--- config.mk ---
export PLATFORM = sky130hd
export DESIGN_NAME = sipo_word_loader_flat
export DESIGN_NICKNAME = d
export VERILOG_FILES = /design/src/rtl/sipo_word_loader_if.sv /design/src/rtl/sipo_word_loader.sv /design/src/flat_wrapper.sv
export SDC_FILE = /design/constraint.sdc
export NUM_CORES = 1
export LEC_CHECK = 0
export BUFFER_PORTS_ARGS = -buffer_cell sky130_fd_sc_hd__buf_2
export CAP_MARGIN = 20
export CORE_AREA = 2 2 39 41
export CTS_CLUSTER_DIAMETER = 80
export DETAILED_ROUTE_END_ITERATION = 10
export DIE_AREA = 0 0 41 43
export PLACE_DENSITY = 0.65
export SLEW_MARGIN = 20
export SYNTH_ARGS = -nofsm -noshare
export SYNTH_HDL_FRONTEND = slang
export SYNTH_SLANG_ARGS = --single-unit
--- constraint.sdc ---
create_clock -name clk -period 1.65 [get_ports clk]
set_input_delay 0.165 -clock clk [delete_from_list [all_inputs] [get_ports clk]]
set_output_delay 0.165 -clock clk [all_outputs]
set_load 0.01 [all_outputs]
--- src/rtl/sipo_word_loader_if.sv ---
// -----------------------------------------------------------------------------
// sipo_word_loader_if
//
// Bundles the serial input side and the parallel output side of
// sipo_word_loader into one interface.
//
// Handshake: there is no back-pressure. A serial bit is transferred on every
// rising clk edge where sin_valid=1. sin_first tags that bit as the start of
// a word and is ignored when sin_valid=0. On the output side, load is a
// one-cycle strobe meaning "pdata now holds a freshly completed word". The
// consumer must capture pdata in that cycle, or at any later time before the
// next load, because pdata holds its value between words.
//
// Signals:
//   sin        serial data bit                       (master -> slave)
//   sin_valid  sin carries a real bit this cycle     (master -> slave)
//   sin_first  bit is the first of a word            (master -> slave)
//   pdata      last completed word, WIDTH bits       (slave -> master)
//   load       one-cycle pulse when pdata updates    (slave -> master)
//   busy       a word is partially assembled         (slave -> master)
//   frame_err  one-cycle pulse, partial word dropped (slave -> master)
//   dbg_state  FSM state, 0=IDLE 1=SHIFT             (slave -> master)
//   dbg_cnt    bits accepted into the current word   (slave -> master)
//
// Modports:
//   slave   the word loader itself
//   master  the serial source and the word consumer (e.g. a testbench)
// -----------------------------------------------------------------------------
interface sipo_word_loader_if #(
   parameter int WIDTH = 4
);
   localparam int CW = $clog2(WIDTH + 1);

   logic             sin;
   logic             sin_valid;
   logic             sin_first;
   logic [WIDTH-1:0] pdata;
   logic             load;
   logic             busy;
   logic             frame_err;
   logic             dbg_state;
   logic [CW-1:0]    dbg_cnt;

   modport slave (
      input  sin, sin_valid, sin_first,
      output pdata, load, busy, frame_err, dbg_state, dbg_cnt
   );

   modport master (
      output sin, sin_valid, sin_first,
      input  pdata, load, busy, frame_err, dbg_state, dbg_cnt
   );
endinterface

--- src/rtl/sipo_word_loader.sv ---
// -----------------------------------------------------------------------------
// sipo_word_loader
//
// Serial-to-parallel word assembler. It collects a framed serial bit stream
// into a WIDTH-bit word. Each completed word is presented on a stable
// parallel bus with a one-cycle load strobe, so a downstream PIPO register
// can be fed from a single serial line.
//
// Parameters:
//   WIDTH      word width in bits, 2..32
//   LSB_FIRST  1: first serial bit lands in pdata[0]
//              0: first serial bit lands in pdata[WIDTH-1]
//
// Ports:
//   clk   rising-edge clock
//   rst   synchronous, active-high reset
//   bus   sipo_word_loader_if.slave (serial in, parallel out, status, debug)
//
// Every output comes straight from a flop. There is no combinational path
// from inputs to outputs.
// -----------------------------------------------------------------------------
module sipo_word_loader #(
   parameter int WIDTH     = 4,
   parameter bit LSB_FIRST = 1'b1
) (
   input  logic                clk,
   input  logic                rst,
   sipo_word_loader_if.slave   bus
);

   localparam int CW = $clog2(WIDTH + 1);

   typedef enum logic {
      IDLE  = 1'b0,
      SHIFT = 1'b1
   } state_e;

   state_e           state_q, state_d;
   logic [CW-1:0]    cnt_q,   cnt_d;
   logic [WIDTH-1:0] sreg_q,  sreg_d;
   logic [WIDTH-1:0] pdata_q, pdata_d;
   logic             load_q,  load_d;
   logic             ferr_q,  ferr_d;

   // Shifts one bit into the word. In LSB-first mode, bits enter at the top
   // and move down, so after WIDTH shifts the first bit sits at bit 0. In
   // MSB-first mode, bits enter at the bottom and move up, so the first bit
   // ends at WIDTH-1.
   function automatic logic [WIDTH-1:0] shift_in(input logic [WIDTH-1:0] base,
                                                 input logic             b);
      if (LSB_FIRST)
         return {b, base[WIDTH-1:1]};
      else
         return {base[WIDTH-2:0], b};
   endfunction

   // A new word always starts from an all-zero register, so nothing from an
   // abandoned word can leak into the next one.
   logic [WIDTH-1:0] start_word;
   logic [WIDTH-1:0] next_word;
   logic             last_bit;

   always_comb begin
      start_word = shift_in('0, bus.sin);
      next_word  = shift_in(sreg_q, bus.sin);
      // cnt_q counts bits already taken. The bit arriving now completes the
      // word when WIDTH-1 bits are already held.
      last_bit   = (cnt_q == CW'(WIDTH - 1));
   end

   // ---------------------------------------------------------------------
   // Next-state / output logic
   // ---------------------------------------------------------------------
   always_comb begin
      state_d = state_q;
      cnt_d   = cnt_q;
      sreg_d  = sreg_q;
      pdata_d = pdata_q;
      load_d  = 1'b0;
      ferr_d  = 1'b0;

      unique case (state_q)
         IDLE: begin
            // Bits without sin_first are dropped silently here. They belong
            // to a word whose start was never seen.
            if (bus.sin_valid && bus.sin_first) begin
               sreg_d  = start_word;
               cnt_d   = CW'(1);
               state_d = SHIFT;
            end
         end

         SHIFT: begin
            if (bus.sin_valid) begin
               if (bus.sin_first) begin
                  // A fresh start mid-word abandons the partial word and
                  // reuses this bit as bit 0 of the new one.
                  ferr_d = 1'b1;
                  sreg_d = start_word;
                  cnt_d  = CW'(1);
               end else if (last_bit) begin
                  pdata_d = next_word;
                  load_d  = 1'b1;
                  sreg_d  = '0;
                  cnt_d   = '0;
                  state_d = IDLE;
               end else begin
                  sreg_d = next_word;
                  cnt_d  = cnt_q + CW'(1);
               end
            end
            // sin_valid=0: gaps of any length simply hold state.
         end

         default: begin
            state_d = IDLE;
            cnt_d   = '0;
            sreg_d  = '0;
         end
      endcase
   end

   // ---------------------------------------------------------------------
   // State registers
   // ---------------------------------------------------------------------
   always_ff @(posedge clk) begin
      if (rst) begin
         state_q <= IDLE;
         cnt_q   <= '0;
         sreg_q  <= '0;
         pdata_q <= '0;
         load_q  <= 1'b0;
         ferr_q  <= 1'b0;
      end else begin
         state_q <= state_d;
         cnt_q   <= cnt_d;
         sreg_q  <= sreg_d;
         pdata_q <= pdata_d;
         load_q  <= load_d;
         ferr_q  <= ferr_d;
      end
   end

   // ---------------------------------------------------------------------
   // Outputs
   // ---------------------------------------------------------------------
   assign bus.pdata     = pdata_q;
   assign bus.load      = load_q;
   assign bus.frame_err = ferr_q;
   assign bus.busy      = (state_q == SHIFT);
   assign bus.dbg_state = state_q;
   assign bus.dbg_cnt   = cnt_q;

endmodule

--- src/flat_wrapper.sv ---
// flat-port wrapper written by rule: the top's interface ports become plain ports
module sipo_word_loader_flat 
#(
   parameter int WIDTH     = 4,
   parameter bit LSB_FIRST = 1'b1
)
  (clk, rst, bus_sin, bus_sin_valid, bus_sin_first, bus_pdata, bus_load, bus_busy, bus_frame_err, bus_dbg_state, bus_dbg_cnt);
  sipo_word_loader_if #(.WIDTH(WIDTH)) bus_i ();
  input  logic clk;
  input  logic rst;
  input wire logic [$bits(bus_i.sin)-1:0] bus_sin;
  input wire logic [$bits(bus_i.sin_valid)-1:0] bus_sin_valid;
  input wire logic [$bits(bus_i.sin_first)-1:0] bus_sin_first;
  output wire logic [$bits(bus_i.pdata)-1:0] bus_pdata;
  output wire logic [$bits(bus_i.load)-1:0] bus_load;
  output wire logic [$bits(bus_i.busy)-1:0] bus_busy;
  output wire logic [$bits(bus_i.frame_err)-1:0] bus_frame_err;
  output wire logic [$bits(bus_i.dbg_state)-1:0] bus_dbg_state;
  output wire logic [$bits(bus_i.dbg_cnt)-1:0] bus_dbg_cnt;
  assign bus_i.sin = bus_sin;
  assign bus_i.sin_valid = bus_sin_valid;
  assign bus_i.sin_first = bus_sin_first;
  assign bus_pdata = bus_i.pdata;
  assign bus_load = bus_i.load;
  assign bus_busy = bus_i.busy;
  assign bus_frame_err = bus_i.frame_err;
  assign bus_dbg_state = bus_i.dbg_state;
  assign bus_dbg_cnt = bus_i.dbg_cnt;
  sipo_word_loader #(.WIDTH(WIDTH), .LSB_FIRST(LSB_FIRST)) u_core (.clk(clk), .rst(rst), .bus(bus_i));
endmodule
==> impl_metrics.yaml <==
setup_path:
  crit_arrival_ns: 1.51
  startpoint_type: "flop"
  crit_chain: "ha_1 -> nand2b_1 -> nor3_4 -> mux2i_1"
  crit_fanout: 6
  required_ns: 1.85
  critPathKind: "reg -> reg"
  crit_path_end_kind: "flop"
  crit_path_max_incr_delay_ns: 0.37
  slowest_stage: "dfxtp_1"
cts:
  cts.sinks: 13
  clockRootBuffer: "clkbuf_4"
  tritoncts: "done"
  clock_tree.buffer_depth: 2
  numCtsBuffers: 3
  cts_hold_buf: 0
  post-cts-setup-buffers: 0
  cts_htree_levels: 1
  cts_resized: 0
  clk_latency_ns: 0.27
  path_clk_slew_ns: 0.08
floorplanning:
  core_area_um2: 1380
  top_level_ports: 16
  die-area_um2: 1760
  die_x_um: 41
  die_h_um: 43
  rows: 14
  start_util: 0.391
logic_synthesis:
  synthTopCellsByArea: "dfxtp_1, nand2b_1, mux2i_1"
  synthesis.nets: 60
  syn_avg_cell_area_um2: 10.0
  synth.ff_latch_count: 13
  synth_top_cell_by_area: "dfxtp_1"
  ys_warn_count: 0
  netlist.area_leader.share: 0.481
  synth_area_um2: 541
  seq_area_frac_synth: 0.481
  postSynthCellCount: 54
  ys_types: 20
placement:
  dp_hpwl_um: 672
  gp_congestion: 0.766
  place.port_buffers: 15
cells_and_area:
  post-route-util: 0.470
  syn2layout_area_growth_pct: 20.4
  antenna_cells: 0
  drive_gt1_frac: 0.296
  fin_nets: 78
route:
  num_vias: 439
  wl_per_cell_um: 11.0
  remaining_drc_errors: 0
  ant_nets: 0
  drt-initial-drc-count: 15
  vias_per_cell: 5.05
  drt_wl_total_um: 953
  drtPass1Iterations: 4
run:
  max_cap_violations: 0
global_route:
  grt_pass1_wl_um: 1520
  grt.total_usage: 0.128
  grt_max_degree: 18
  antenna_found_initial: 0
  grt_remaining_overflow: 0
  grt_pass1_vias: 373
pwr:
  peakVddDrop_mv: 0.345
  cellPowerDensity_nw_per_um2: 873
  p_leak_nw: 0.276
sta:
  max_freq_mhz: 763
  drv_slew: 0
  setup_tns_ns: 0
  tightest_slew_ns: 0.414
  fin_skew_ns: 0.00192
  fin_crit_ns: 1.31
  rsz0062_at_grt: "false"
  final.period_utilization: 0.794
  setup_violations: 0
  final-hold-violation-count: 0
  slew_headroom: 0.722
hold_path:
  hold_path_class: "in -> reg"
status:
  outcome: "complete, no violations"
-- Yosys cell counts --
| cell | number |
|---|---|
| nor2_2 | 1 |
| nand2b_1 | 11 |
| o31ai_1 | 1 |
| dfxtp_1 | 13 |
| inv_1 | 1 |
| nor2_1 | 4 |
| mux2i_1 | 4 |
| buf_4 | 1 |
| clkbuf_1 | 1 |
| nor3_4 | 1 |
| o21ai_1 | 3 |
| mux2_2 | 1 |
| nor4_1 | 1 |
| a22oi_1 | 1 |
| nor3b_1 | 2 |
| a21oi_1 | 2 |
| nand2_1 | 2 |
| and3b_1 | 1 |
| ha_1 | 1 |
| a32oi_1 | 2 |
-- registers in the layout (all words and copies together), names as in the netlist --
name,count
u_core.bus.pdata,4
u_core.bus.dbg_cnt,3
u_core.sreg_q,3
u_core.bus.busy,1
u_core.bus.frame_err,1
u_core.bus.load,1
-- stage by stage --
step | setup slack (ns) | std cells | power, mW | cell area [um2] | hold WS, ns
detailed placement | 0.381 | 83 | 0.379 | 624 | 0.461
CTS | 0.323 | 87 | 0.571 | 651 | 0.169
finish | 0.340 | 87 | 0.568 | 651 | 0.164
floorplan | 0.442 | 54 | 0.362 | 541 | 0.244
global route | 0.216 | 87 | 0.595 | 651 | 0.181
global placement | 0.403 | 83 | 0.379 | 624 | 0.448
-- final cells by class --
type | count | area [um2]
fill | 134 | 733
multi-input combinational | 38 | 265
sequential | 13 | 260
timing repair buffer | 15 | 75.1
clock buffer | 4 | 26.3
tap | 16 | 20.0
inverter | 1 | 3.75
-- placed cells by master (no fill, tap or decap), drive strengths merged --
cell,count
nor4,1
a22oi,1
mux2i,4
nand2b,11
mux2,1
nor3,1
clkbuf,4
dfxtp,13
a32oi,2
nand2,2
o21ai,3
o31ai,1
and3b,1
buf,15
ha,1
inv,1
nor2,5
nor3b,2
a21oi,2
-- power by group --
part           internal, mW  total, mW  switching [mW]
clock                0.0937      0.196           0.103
combinational        0.0203     0.0466          0.0262
sequential            0.319      0.325         0.00572
-- metal layers --
metal / global-route usage / wire, um / vias to the layer above
met5: 0 / 0 / -
met4: 0.100 / 21 / 0
met3: 0.0314 / 63 / 4
met2: 0.172 / 447 / 13
met1: 0.168 / 420 / 195
li1: - / - / 227
-- final timing paths --
kind	from	depth (start not counted)	endpoint	slack, ns
min	bus_sin	3	u_core.bus.pdata[3]	0.16
max	u_core.bus.dbg_cnt[0]	4	u_core.bus.pdata[2]	0.34
min reg2reg	u_core.bus.pdata[1]	2	u_core.bus.pdata[1]	0.48
max reg2reg	u_core.bus.dbg_cnt[0]	4	u_core.bus.pdata[2]	0.34
-- kinds of logic (layout without fill, tap and decap cells) --
group	count (synthesis)	after routing	share of synthesized area
AND/OR/NAND/NOR	23	23	0.266
flip-flops	13	13	0.481
AO/OA/AOI/OAI	9	9	0.106
multiplexers	5	5	0.0949
buffers and inverters	3	20	0.0278
adder cells (fa/ha/maj)	1	1	0.0231
-- critical path, delay by kind of cell (launching register included) --
kind          cells  cell delay [ns]
simple gates      2             0.44
flops             1             0.37
mux               1             0.25
fa+ha+maj         1             0.18
No activity file was read; power rests on OpenSTA's default activity.
